<file path="src/rtl/acc_sequencer.sv">
// acc_sequencer: walks a term-memory address range and feeds each term
// (with its add/sub flag) into a 2-stage signed accumulator. Init is
// aligned with the first term. The pipeline is drained, the sum is
// captured and oDone pulses.
// Optional feature macro ACC_SEQ_CLAMP_EN: the captured sum saturates to
// the signed WIDTH_RES range and the oSat port is added.
module acc_sequencer #(
  parameter int WIDTH_DATA = 16,
  parameter int WIDTH_ACC  = 24,
  parameter int WIDTH_ADDR = 10,
  parameter int WIDTH_LEN  = 10,
  parameter int WIDTH_RES  = 16
) (
  input  logic                  iCLK,
  input  logic                  iRST_n,
  input  logic                  iStart,
  input  logic                  iAbort,
  input  logic [WIDTH_ADDR-1:0] iBase,
  input  logic [WIDTH_LEN-1:0]  iLen,
  output logic                  oRdEn,
  output logic [WIDTH_ADDR-1:0] oRdAddr,
  input  logic [WIDTH_DATA-1:0] iRdData,
  input  logic                  iRdSub,
  output logic                  oAccInit,
  output logic                  oAccValid,
  output logic                  oAccSub,
  output logic [WIDTH_DATA-1:0] oAccData,
  input  logic [WIDTH_ACC-1:0]  iAccData,
  output logic                  oBusy,
  output logic                  oDone,
  output logic [WIDTH_RES-1:0]  oResult
`ifdef ACC_SEQ_CLAMP_EN
  ,
  output logic                  oSat
`endif
);

  typedef enum logic [2:0] {
    S_IDLE  = 3'd0,
    S_ISSUE = 3'd1,
    S_ZERO  = 3'd2,
    S_DRAIN = 3'd3,
    S_DONE  = 3'd4
  } state_t;

  state_t                state, state_nxt;
  logic [WIDTH_ADDR-1:0] base_q;
  logic [WIDTH_LEN-1:0]  len_q;
  logic [WIDTH_LEN-1:0]  cnt;
  logic [1:0]            drain_cnt;
  // [0]: read issued this cycle, [1]: its data is at the accumulator
  logic [1:0]            vld_pipe;
  logic [1:0]            init_pipe;
  logic [WIDTH_ADDR-1:0] rd_addr_q;
  logic                  busy_q;
  logic                  done_q;
  logic [WIDTH_RES-1:0]  result_q;
  logic [WIDTH_RES-1:0]  res_nxt;

  logic accept, issue, zero_ld, finish, abort_act, cnt_last;

  assign abort_act = iAbort && (state != S_IDLE);
  assign cnt_last  = (cnt == len_q - WIDTH_LEN'(1));

  // State register
  always_ff @(posedge iCLK or negedge iRST_n) begin
    if (!iRST_n) state <= S_IDLE;
    else         state <= state_nxt;
  end

  // Next state and per-cycle control strobes; abort overrides everything
  always_comb begin
    state_nxt = state;
    accept    = 1'b0;
    issue     = 1'b0;
    zero_ld   = 1'b0;
    finish    = 1'b0;
    case (state)
      S_IDLE: begin
        if (iStart && !iAbort) begin
          accept    = 1'b1;
          state_nxt = (iLen == '0) ? S_ZERO : S_ISSUE;
        end
      end
      S_ISSUE: begin
        issue = 1'b1;
        if (cnt_last) state_nxt = S_DRAIN;
      end
      S_ZERO: begin
        zero_ld   = 1'b1;
        state_nxt = S_DRAIN;
      end
      S_DRAIN: begin
        if (drain_cnt == 2'd1) state_nxt = S_DONE;
      end
      S_DONE: begin
        finish    = 1'b1;
        state_nxt = S_IDLE;
      end
      default: state_nxt = S_IDLE;
    endcase
    if (abort_act) begin
      state_nxt = S_IDLE;
      issue     = 1'b0;
      zero_ld   = 1'b0;
      finish    = 1'b0;
    end
  end

  // Sequence bookkeeping: latched request, term counter, drain countdown.
  // The empty-sum path drains one cycle less: there is no memory read to cover.
  always_ff @(posedge iCLK or negedge iRST_n) begin
    if (!iRST_n) begin
      base_q    <= '0;
      len_q     <= '0;
      cnt       <= '0;
      drain_cnt <= '0;
    end else begin
      if (accept) begin
        base_q <= iBase;
        len_q  <= iLen;
        cnt    <= '0;
      end else if (issue) begin
        cnt <= cnt + WIDTH_LEN'(1);
      end
      if (issue && cnt_last)  drain_cnt <= 2'd3;
      else if (zero_ld)       drain_cnt <= 2'd2;
      else if (state == S_DRAIN) drain_cnt <= drain_cnt - 2'd1;
    end
  end

  // Read issue and accumulator control pipeline; abort flushes it in one cycle
  always_ff @(posedge iCLK or negedge iRST_n) begin
    if (!iRST_n) begin
      vld_pipe  <= '0;
      init_pipe <= '0;
      rd_addr_q <= '0;
    end else begin
      vld_pipe  <= {vld_pipe[0] & ~abort_act, issue};
      init_pipe <= {(init_pipe[0] & ~abort_act) | zero_ld, issue & (cnt == '0)};
      if (issue) rd_addr_q <= base_q + WIDTH_ADDR'(cnt);
    end
  end

`ifdef ACC_SEQ_CLAMP_EN
  localparam logic signed [WIDTH_ACC-1:0] RES_MAX =
    {{(WIDTH_ACC-WIDTH_RES+1){1'b0}}, {(WIDTH_RES-1){1'b1}}};
  localparam logic signed [WIDTH_ACC-1:0] RES_MIN = ~RES_MAX;

  logic sat_nxt;
  logic sat_q;

  // Saturate the signed accumulator value into the result range
  always_comb begin
    res_nxt = iAccData[WIDTH_RES-1:0];
    sat_nxt = 1'b0;
    if ($signed(iAccData) > RES_MAX) begin
      res_nxt = RES_MAX[WIDTH_RES-1:0];
      sat_nxt = 1'b1;
    end else if ($signed(iAccData) < RES_MIN) begin
      res_nxt = RES_MIN[WIDTH_RES-1:0];
      sat_nxt = 1'b1;
    end
  end

  // Saturation flag pulses with oDone
  always_ff @(posedge iCLK or negedge iRST_n) begin
    if (!iRST_n) sat_q <= 1'b0;
    else         sat_q <= finish & sat_nxt;
  end

  assign oSat = sat_q;
`else
  assign res_nxt = iAccData[WIDTH_RES-1:0];

  generate
    if (WIDTH_RES < WIDTH_ACC) begin : g_trunc
      logic acc_hi_unused;
      assign acc_hi_unused = ^iAccData[WIDTH_ACC-1:WIDTH_RES];
    end
  endgenerate
`endif

  // Busy window, done pulse and result capture
  always_ff @(posedge iCLK or negedge iRST_n) begin
    if (!iRST_n) begin
      busy_q   <= 1'b0;
      done_q   <= 1'b0;
      result_q <= '0;
    end else begin
      if (accept)                  busy_q <= 1'b1;
      else if (done_q || abort_act) busy_q <= 1'b0;
      done_q <= finish;
      if (finish) result_q <= res_nxt;
    end
  end

  assign oRdEn     = vld_pipe[0];
  assign oRdAddr   = rd_addr_q;
  assign oAccValid = vld_pipe[1];
  assign oAccInit  = init_pipe[1];
  assign oAccData  = vld_pipe[1] ? iRdData : '0;
  assign oAccSub   = vld_pipe[1] & iRdSub;
  assign oBusy     = busy_q;
  assign oDone     = done_q;
  assign oResult   = result_q;

endmodule

</file>
<file path="config.mk">
export PLATFORM = sky130hd
export DESIGN_NAME = acc_sequencer
export DESIGN_NICKNAME = d
export VERILOG_FILES = /design/src/rtl/acc_sequencer.sv
export SDC_FILE = /design/constraint.sdc
export NUM_CORES = 1
export LEC_CHECK = 0
export ABC_CLOCK_PERIOD_IN_PS = 3500
export CAP_MARGIN = 20
export CORE_MARGIN = 8
export CORE_UTILIZATION = 55
export CTS_CLUSTER_DIAMETER = 120
export CTS_CLUSTER_SIZE = 25
export DETAILED_ROUTE_END_ITERATION = 8
export DONT_BUFFER_PORTS = 1
export GPL_ROUTABILITY_DRIVEN = 0
export PLACE_DENSITY_LB_ADDON = 0.25
export REMOVE_ABC_BUFFERS = 1
export SYNTH_ARGS = -nofsm -noshare
export SYNTH_HDL_FRONTEND = slang
export SYNTH_SLANG_ARGS = --single-unit
</file>
<file path="constraint.sdc">
create_clock -name iCLK -period 3.5 [get_ports iCLK]
set_input_delay 0.35 -clock iCLK [delete_from_list [all_inputs] [get_ports iCLK]]
set_output_delay 0.35 -clock iCLK [all_outputs]
set_load 0.05 [all_outputs]
</file>
==> run_results.csv, run 1 <==
group,metric,value,unit
critical_path,setup.worst_path.end,"cnt[9]",
synthesis,syn-instance-count,331,
sta,report.final.hold_viol_count,0,
route,drt.antenna.violating_nets,0,
sta,worst-slew-pin-transition,0.992,ns
global_route,globalRouteTotalUtil,16.9,%
run_status,run_status,"completed",
synthesis,synth_area,3590,um^2
critical_path,arrival,2.52,ns
sta,layout_min_cycle_time,2.26,ns
power,power.internal,1.66,mW
clocking,cts.sinks,67,
power,sequentialPowerShare,51.1,%
critical_path,cp_max_fo,23,
critical_path,path_delay_family,"simple AND/OR/NAND/NOR gates",
route,via_count,2455,
synthesis,ys.flop_type,"sky130_fd_sc_hd__dfrtp_1",
power,sw_frac_of_total,39.9,%
sta,fin_tns_setup,0,ns
critical_path,critical_path.startpoint,"state[0]",
critical_path,criticalPathCategory,"reg -> reg",
run,maxCapViolCount,0,
layout,nNetsFinal,410,
layout,seq_area,1680,um^2
sta,fmax,442,MHz
route,routed_via_density,5.94,
placement,place.port_buffers,0,
route,wire_per_inst,18.5,um
critical_path,worstReg2RegEnd,"cnt[9]",
clocking,cts-buffers-inserted,9,
synthesis,synth-edff-count,0,
clocking,number_of_h_tree_levels,3,
route,routed_wl,7640,um
global_route,grt_start_max_net_pins,68,
critical_path,critical_path_depth,6,
synthesis,seq_area_frac_synth,46.7,%
clocking,clk_transition_reported_paths,0.08,ns
hold_path,worst_hold_path_type,"in -> reg",
sta,final.setup_skew,0.00879,ns
floorplan,die_width,96.8,um
critical_path,cpPeakStageDelay,0.54,ns
global_route,number_of_global_route_vias_before_repair,2513,
clocking,post_cts.repair.setup_buffers,0,
floorplan,die_area,9380,um^2
floorplan,core,6350,um^2
global_route,grt_pass1_wl,12900,um
synthesis,synth_area_per_cell,10.9,um^2
layout,mostFrequentLayoutCells,"sky130_fd_sc_hd__dfrtp_1, sky130_fd_sc_hd__mux2_2, sky130_fd_sc_hd__nand2_1",
critical_path,start_kind,"flip-flop",
critical_path,cp-end-kind,"flip-flop",
critical_path,reg2regPathDepth,6,
route,drc_errors,0,
sta,max-slew-margin-rel,33.6,%
clocking,clock_tree.root_cell,"sky130_fd_sc_hd__clkbuf_8",
synthesis,async_reset_ff_share,100,%
critical_path,cp_cell_sequence,"nor3b_4, nand2b_2, inv_2, nand4_4, or3_1, a21oi_1",
sta,setup_viol_count_final,0,
sta,rsz0062_at_grt,"no",
route,drt_pre_antenna_iters,4,
synthesis,yosysWarningCount,0,
critical_path,worstReg2RegStart,"state[0]",
global_route,grt_antenna_before_repair,0,
clocking,ctsLongestPathBuffers,2,
critical_path,critical_path.slowest_cell,"sky130_fd_sc_hd__dfrtp_1",
power,cellLeakagePower,1.75,nW
layout,nFillCells,515,
power,irDropWorstVdd,0.000477,V
global_route,grt_overflow_total,0,
power,power.share.clock,26.0,%
floorplan,std_cell_rows,29,
layout,antenna-diode-count,0,
critical_path,regToRegSetupSlack,1.24,ns
layout,area.growth.synth_to_final,8.15,%
floorplan,die_h,96.8,um
critical_path,cp.buffers_inverters,1,
layout,multi_input_comb_area,1790,um^2
clocking,clock_tree_from_tritoncts,"done",
layout,layout.cells.most_common,"sky130_fd_sc_hd__dfrtp_1",
power,pwr_density_cell,712,nW/um^2
synthesis,yosys_register_bits,67,
critical_path,critical_path_required,3.76,ns
placement,detailed_place_hpwl,5580,um
floorplan,initial_utilization,56.6,%
floorplan,num_io_pins,113,
clocking,clock_latency,0.34,ns
power,net-switching-power,1.10,mW
layout,drive_above_1_share,19.3,%
sta,fin_crit_sh,64.7,%
sta,slew_violations,0,
power,power.combinational.fraction,22.9,%
route,dr.first_iter.drc_count,95,
synthesis,yosys.cell_types.count,54,
power,power.total,2.77,mW
[logic make-up (layout without fill, tap and decap cells)]
group	after synthesis	in the layout	synth area share [%]
xor gates and xnor gates	22	22	5.36
DFF	67	67	46.7
muxes	36	36	11.2
and+or+nand+nor	111	111	18.6
AOI/OAI and AO/OA	53	53	9.61
buffers and inverters	28	33	3.55
adders and majority gates	14	14	5.08
[flip-flops by register name (all words and copies together), names as in the netlist]
signal,flops
len_q,10
drain_cnt,2
state,3
oRdAddr,10
oBusy,1
base_q,10
vld_pipe,2
oResult,16
cnt,10
init_pipe,2
oDone,1
[synth_stat cells, types with 5 or more instances]
| cell type | count | share of area [%] |
|---|---|---|
| sky130_fd_sc_hd__mux2_2 | 33 | 10 |
| sky130_fd_sc_hd__nor2_1 | 13 | 1.4 |
| sky130_fd_sc_hd__inv_1 | 13 | 1.4 |
| sky130_fd_sc_hd__ha_1 | 13 | 4.5 |
| sky130_fd_sc_hd__nor3_1 | 10 | 1.4 |
| sky130_fd_sc_hd__buf_2 | 5 | 0.70 |
| sky130_fd_sc_hd__o21a_1 | 6 | 1.3 |
| sky130_fd_sc_hd__xor2_1 | 15 | 3.7 |
| sky130_fd_sc_hd__o21ai_0 | 13 | 1.8 |
| sky130_fd_sc_hd__nand3_1 | 5 | 0.70 |
| sky130_fd_sc_hd__a21oi_1 | 13 | 1.8 |
| sky130_fd_sc_hd__xnor2_1 | 7 | 1.7 |
| sky130_fd_sc_hd__dfrtp_1 | 67 | 47 |
| sky130_fd_sc_hd__and2_1 | 18 | 3.1 |
| sky130_fd_sc_hd__nand2_1 | 28 | 2.9 |
[per-stage QoR]
| stage | instance area [um^2] | setup slack [ns] | instances | utilization, % | hold slack (ns) |
|---|---|---|---|---|---|
| after floorplan | 3520 | 1.37 | 317 | - | 0.0544 |
| after global placement | 3620 | 1.31 | 395 | 57.0 | 0.0565 |
| after detailed placement | 3620 | 1.22 | 395 | 57.0 | 0.0566 |
| after CTS | 3890 | 1.19 | 413 | 61.2 | 0.0575 |
| after global routing | 3890 | 0.997 | 413 | 61.2 | 0.0506 |
| final | 3890 | 1.24 | 413 | 61.2 | 0.0704 |
[metal layers]
metal / track usage (%) / routed length [um] / vias up / part of all wire (%)
li1: - / - / 1176 / -
met1: 18.0 / 3120 / 1183 / 41
met2: 28.4 / 3830 / 81 / 50
met3: 6.97 / 549 / 15 / 7.2
met4: 7.93 / 136 / 0 / 1.8
met5: 0 / 0 / - / 0
[worst register-to-register path, stage by stage, from the launching register on]
cell and delay, ns:
sky130_fd_sc_hd__dfrtp_1 0.54, sky130_fd_sc_hd__nor3b_4 0.29, sky130_fd_sc_hd__nand2b_2 0.30, sky130_fd_sc_hd__inv_2 0.36, sky130_fd_sc_hd__nand4_4 0.18, sky130_fd_sc_hd__or3_1 0.38, sky130_fd_sc_hd__a21oi_1 0.15
[repair_timing]
item                      CTS  global route
resized for setup           0             0
hold buffers                2             0
hold endpoints to repair   67             0
[power by group through the flow]
| stage | registers, mW | clock network (mW) | logic, mW |
|---|---|---|---|
| 2_1_floorplan | 1.38 | 0 | 0.520 |
| 3_3_place_gp | 1.43 | 0 | 0.583 |
| 3_5_place_dp | 1.44 | 0 | 0.612 |
| 4_1_cts | 1.42 | 0.733 | 0.639 |
| 5_1_grt | 1.45 | 0.762 | 0.723 |
| 6_report | 1.41 | 0.719 | 0.633 |
[cell type report]
class                      count  area share, %
clock inverter                 6           2.29
inverter                      14           1.35
timing repair buffer           3           1.16
multi-input combinational    236           46.0
tap                           77           2.48
clock buffer                  10           3.54
sequential                    67           43.1
[worst min-delay path by stage]
| stage | to | start | slack [ns] | cells past startpoint |
|---|---|---|---|---|
| after floorplan | base_q[0] | iRST_n | 0.05 | 0 |
| after global placement | oRdAddr[5] | iRST_n | 0.06 | 0 |
| after global routing | state[2] | iAbort | 0.05 | 1 |
| final | state[2] | iAbort | 0.07 | 1 |
| after detailed placement | oRdAddr[5] | iRST_n | 0.06 | 0 |
| after CTS | state[2] | iAbort | 0.06 | 1 |
Note: power is estimated with default switching activity, not from simulation.
==> run 2: changes to the inputs <==
- ABC_CLOCK_PERIOD_IN_PS: 3500 -> 2100
- clock period: 3.5 -> 2.1 ns (I/O delays scaled with it)
==> run_results.csv, run 2 (synthesis results as in run 1) <==
group,metric,value,unit
run_status,run_status,"completed",
power,pwr_density_cell,1110,nW/um^2
power,sw_frac_of_total,41.6,%
route,routed_wl,7920,um
sta,slew_violations,0,
layout,layout.cells.most_common,"sky130_fd_sc_hd__dfrtp_1",
critical_path,arrival,2.23,ns
sta,report.final.hold_viol_count,0,
run,maxCapViolCount,0,
placement,dp_worst_setup_slack,0.0893,ns
sta,post_route_hold_slack,0.0140,ns
global_route,number_of_global_route_vias_before_repair,2604,
critical_path,criticalPathCategory,"reg -> reg",
sta,final.setup_skew,0.00863,ns
critical_path,timing.critical_path.mode_cell,"sky130_fd_sc_hd__a211oi_2",
route,wire_per_inst,18.3,um
route,drt.antenna.violating_nets,0,
global_route,grt_overflow_total,0,
clocking,clock_latency,0.34,ns
critical_path,start_kind,"flip-flop",
route,dr.first_iter.drc_count,113,
power,cellLeakagePower,1.83,nW
power,power.combinational.fraction,27.3,%
power,irDropWorstVdd,0.000685,V
critical_path,cpPeakStageDelay,0.42,ns
critical_path,cp_cell_sequence,"inv_1, ha_1, or3b_4, nor4_1, a211oi_2, nand2_1, nand3_2, a211oi_2",
placement,place.port_buffers,0,
layout,layout.cells.non_filler,433,
floorplan,die_h,96.8,um
layout,antenna-diode-count,0,
layout,mostFrequentLayoutCells,"sky130_fd_sc_hd__dfrtp_1, sky130_fd_sc_hd__mux2_2, sky130_fd_sc_hd__nand2_1",
power,power.internal,2.61,mW
layout,area.growth.synth_to_final,12.0,%
layout,nFillCells,506,
power,net-switching-power,1.86,mW
critical_path,critical_path.slowest_cell,"sky130_fd_sc_hd__dfrtp_1",
hold_path,worst_hold_path_type,"in -> reg",
route,drt_pre_antenna_iters,4,
sta,fin_tns_setup,0,ns
layout,drive_above_1_share,22.8,%
layout,fin_util,63.4,%
floorplan,die_width,96.8,um
clocking,number_of_h_tree_levels,3,
power,sequentialPowerShare,51.5,%
clocking,cts.sinks,67,
floorplan,num_io_pins,113,
global_route,grt_start_max_net_pins,68,
clocking,clock_tree.root_cell,"sky130_fd_sc_hd__clkbuf_8",
clocking,clock_tree_from_tritoncts,"done",
global_route,globalRouteTotalUtil,17.0,%
floorplan,initial_utilization,56.6,%
clocking,ctsLongestPathBuffers,2,
clocking,clk_transition_reported_paths,0.07,ns
critical_path,cp-end-kind,"flip-flop",
sta,fmax,503,MHz
floorplan,core,6350,um^2
sta,layout_min_cycle_time,1.99,ns
route,drc_errors,0,
layout,nNetsFinal,430,
sta,worst-slew-pin-transition,0.516,ns
floorplan,die_area,9380,um^2
layout,largest_register_ff_count,16,
clocking,cts-buffers-inserted,9,
route,via_count,2530,
sta,max-slew-margin-rel,65.6,%
floorplan,std_cell_rows,29,
route,routed_via_density,5.84,
sta,fin_crit_sh,94.6,%
placement,place_inst,407,
global_route,grt_pass1_wl,13200,um
sta,rsz0062_at_grt,"yes",
placement,detailed_place_hpwl,5790,um
critical_path,path_delay_family,"simple AND/OR/NAND/NOR gates",
critical_path,cp.buffers_inverters,1,
critical_path,cp_max_fo,3,
global_route,grt_antenna_before_repair,0,
critical_path,critical_path_required,2.34,ns
power,power.share.clock,21.1,%
sta,worst_slack,0.113,ns
sta,setup_viol_count_final,0,
[run 2: worst paths after layout]
check,startpoint,depth (start not counted),endpoint,slack (ns)
worst min register to register,base_q[8],1,base_q[8],0.52
max in group asynchronous,iRST_n,2,base_q[7],1.38
worst min-delay path,iLen[1],2,len_q[1],0.01
worst max-delay path,len_q[1],8,state[1],0.11
min in group asynchronous,iRST_n,2,cnt[3],0.43
worst max register to register,len_q[1],8,state[1],0.11
[run 2: stage by stage]
step	cell area, um^2	power (mW)
5_1_grt	4020	4.75
3_3_place_gp	3710	3.42
2_1_floorplan	3520	3.17
6_report	4020	4.47
4_1_cts	3940	4.47
3_5_place_dp	3710	3.48
[run 2: layout make-up]
type | instances | area (um^2) | share of cell area, %
Timing Repair Buffer | 23 | 215 | 5.35
Clock buffer | 12 | 145 | 3.61
Multi-Input combinational cell | 236 | 1810 | 45.0
Inverter | 14 | 52.6 | 1.31
Sequential cell | 67 | 1680 | 41.7
Tap cell | 77 | 96.3 | 2.39
Clock inverter | 4 | 26.3 | 0.653
[run 2: power by group through the flow]
stage | registers (mW) | logic, mW | clock network (mW)
2_1_floorplan | 2.30 | 0.866 | 0
3_3_place_gp | 2.33 | 1.10 | 0
3_5_place_dp | 2.34 | 1.15 | 0
4_1_cts | 2.31 | 1.19 | 0.964
5_1_grt | 2.35 | 1.37 | 1.03
6_report | 2.30 | 1.22 | 0.944
[run 2: repair_timing]
item,4_1_cts,5_1_grt
resized for setup,0,6
hold buffers,4,6
buffers inserted,0,0
setup endpoints to repair,0,4
hold endpoints to repair,71,6
[run 2: worst register-to-register path, stage by stage (launching register included)]
cell	delay [ns]
sky130_fd_sc_hd__dfrtp_1	0.42
sky130_fd_sc_hd__inv_1	0.09
sky130_fd_sc_hd__ha_1	0.16
sky130_fd_sc_hd__or3b_4	0.39
sky130_fd_sc_hd__nor4_1	0.37
sky130_fd_sc_hd__a211oi_2	0.06
sky130_fd_sc_hd__nand2_1	0.10
sky130_fd_sc_hd__nand3_2	0.08
sky130_fd_sc_hd__a211oi_2	0.24
[run 2: metal layers]
layer | routed length, um | share of wire [%] | GRT usage, % | vias up
met4 | 95 | 1.2 | 6.86 | 0
met3 | 571 | 7.2 | 6.97 | 7
met2 | 4010 | 51 | 27.5 | 78
met1 | 3240 | 41 | 19.5 | 1237
li1 | - | - | - | 1208
met5 | 0 | 0 | 0 | -
==> run 3: changes to the inputs <==
- CORE_UTILIZATION: 55 -> 31
==> run_results.csv, run 3 (synthesis results as in run 1) <==
group,metric,value,unit
floorplan,die_width,124,um
critical_path,critical_path.slowest_cell,"sky130_fd_sc_hd__dfrtp_1",
layout,area.growth.synth_to_final,14.7,%
power,cellLeakagePower,1.84,nW
global_route,grt_pass1_wl,13300,um
placement,place_inst,473,
sta,setup_viol_count_final,0,
floorplan,core,11400,um^2
critical_path,cp-end-kind,"flip-flop",
sta,final.setup_skew,0.00444,ns
floorplan,std_cell_rows,39,
layout,nFillCells,1112,
route,wire_per_inst,17.0,um
global_route,globalRouteTotalUtil,11.3,%
sta,post_route_hold_slack,0.0166,ns
route,via_count,2487,
route,dr.first_iter.drc_count,112,
placement,place_area,3810,um^2
global_route,grt_overflow_total,0,
power,pwr_density_cell,1160,nW/um^2
sta,worst_slack,0.107,ns
sta,worst-slew-pin-transition,0.525,ns
layout,antenna-diode-count,0,
route,routed_wl,8350,um
critical_path,arrival,2.19,ns
global_route,grt_antenna_before_repair,0,
critical_path,cpPeakStageDelay,0.41,ns
layout,largest_register_ff_count,16,
clocking,cts-buffers-inserted,9,
critical_path,reg2regPathDepth,8,
placement,detailed_place_hpwl,6180,um
floorplan,die_area,15300,um^2
layout,layout.cells.most_common,"sky130_fd_sc_hd__dfrtp_1",
floorplan,num_io_pins,113,
route,drc_errors,0,
layout,layout.cells.non_filler,490,
run,maxCapViolCount,0,
layout,drive_above_1_share,21.0,%
clocking,clock_tree_from_tritoncts,"done",
floorplan,die_h,124,um
sta,fin_crit_sh,94.9,%
floorplan,initial_utilization,31.6,%
power,power.total,4.80,mW
hold_path,worst_hold_path_type,"in -> reg",
critical_path,start_kind,"flip-flop",
clocking,clk_transition_reported_paths,0.05,ns
global_route,number_of_global_route_vias_before_repair,2597,
critical_path,critical_path_required,2.30,ns
critical_path,worstReg2RegEnd,"drain_cnt[0]",
clocking,clock_tree.root_cell,"sky130_fd_sc_hd__clkbuf_16",
layout,seq_area,1680,um^2
critical_path,criticalPathCategory,"reg -> reg",
clocking,ctsLongestPathBuffers,2,
power,irDropWorstVdd,0.000591,V
sta,report.final.hold_viol_count,0,
critical_path,cp_cell_sequence,"inv_1, ha_1, or3b_4, o221a_1, a211oi_2, nand2_1, nand4_1, o211ai_1",
route,drt.antenna.violating_nets,0,
placement,place.port_buffers,0,
layout,mostFrequentLayoutCells,"sky130_fd_sc_hd__dfrtp_1, sky130_fd_sc_hd__mux2_2, sky130_fd_sc_hd__nand2_1",
layout,stdcell_area,4120,um^2
clocking,number_of_h_tree_levels,3,
critical_path,regToRegSetupSlack,0.11,ns
layout,nNetsFinal,424,
clocking,cts.sinks,67,
sta,rsz0062_at_grt,"no",
global_route,grt_start_max_net_pins,68,
critical_path,cp_max_fo,3,
route,drt_pre_antenna_iters,4,
layout,fin_util,36.3,%
critical_path,critical_path.startpoint,"len_q[1]",
sta,max-slew-margin-rel,65.0,%
sta,fin_tns_setup,0,ns
clocking,post_cts.repair.setup_buffers,0,
sta,slew_violations,0,
critical_path,setup.worst_path.end,"drain_cnt[0]",
hold_path,hold-path-cell-count,2,
placement,dp_worst_setup_slack,0.0748,ns
run_status,run_status,"completed",
hold_path,worst_hold_startpoint,"iLen[0]",
clocking,clock_latency,0.33,ns
sta,layout_min_cycle_time,1.99,ns
sta,fmax,502,MHz
critical_path,worstReg2RegStart,"len_q[1]",
layout,multi_input_comb_area,1800,um^2
route,routed_via_density,5.08,
[run 3: cell count changes in the layout (fill, tap and decap cells not counted), sizes merged]
| cell | before | now |
|---|---|---|
| dlygate4sd3 | 9 | 3 |
| clkinv | 3 | 0 |
| clkbuf | 12 | 13 |
| clkinvlp | 1 | 0 |
[run 3: power breakdown]
group | switching (mW) | leakage [nW] | internal [mW] | total, mW
clock network | 0.501 | 0.122 | 0.811 | 1.31
logic | 0.630 | 0.856 | 0.563 | 1.19
registers | 0.717 | 0.863 | 1.58 | 2.30
[run 3: area by class of cell]
cell class              instances  area share [%]
multi-input cells             236            43.6
flip-flops and latches         67            40.7
clock buffers                  13            6.07
well taps                     143            4.34
repair buffers                 17            4.07
inverters                      14            1.27
[run 3: critical path: cells and delay by family (launching register included)]
kind,cells,cell delay [ns]
buffers and inverters,1,0.09
flip-flops,1,0.41
AO/OA/AOI/OAI,3,0.57
adder cells (fa/ha/maj),1,0.17
AND/OR/NAND/NOR,3,0.62
[run 3: what timing repair did]
item | CTS | global route
resized for setup | 0 | 2
endpoints found under the setup margin | 0 | 2
hold buffers | 4 | 0
endpoints found under the hold margin | 71 | 0
[run 3: metal layers]
| layer | part of all wire [%] | vias to the layer above | track usage [%] |
|---|---|---|---|
| met5 | 0 | - | 0 |
| met4 | 2.3 | 0 | 5.87 |
| met3 | 7.8 | 12 | 3.72 |
| met2 | 48 | 78 | 18.3 |
| met1 | 42 | 1199 | 13.2 |
| li1 | - | 1198 | - |
[run 3: how the worst min path moves through the flow]
| stage | endpoint | slack [ns] |
|---|---|---|
| floorplan | base_q[0] | -0.09 |
| global placement | base_q[6] | -0.08 |
| detailed placement | base_q[6] | -0.08 |
| CTS | len_q[0] | 0.004 |
| global route | len_q[3] | 0.01 |
| finish | len_q[0] | 0.02 |
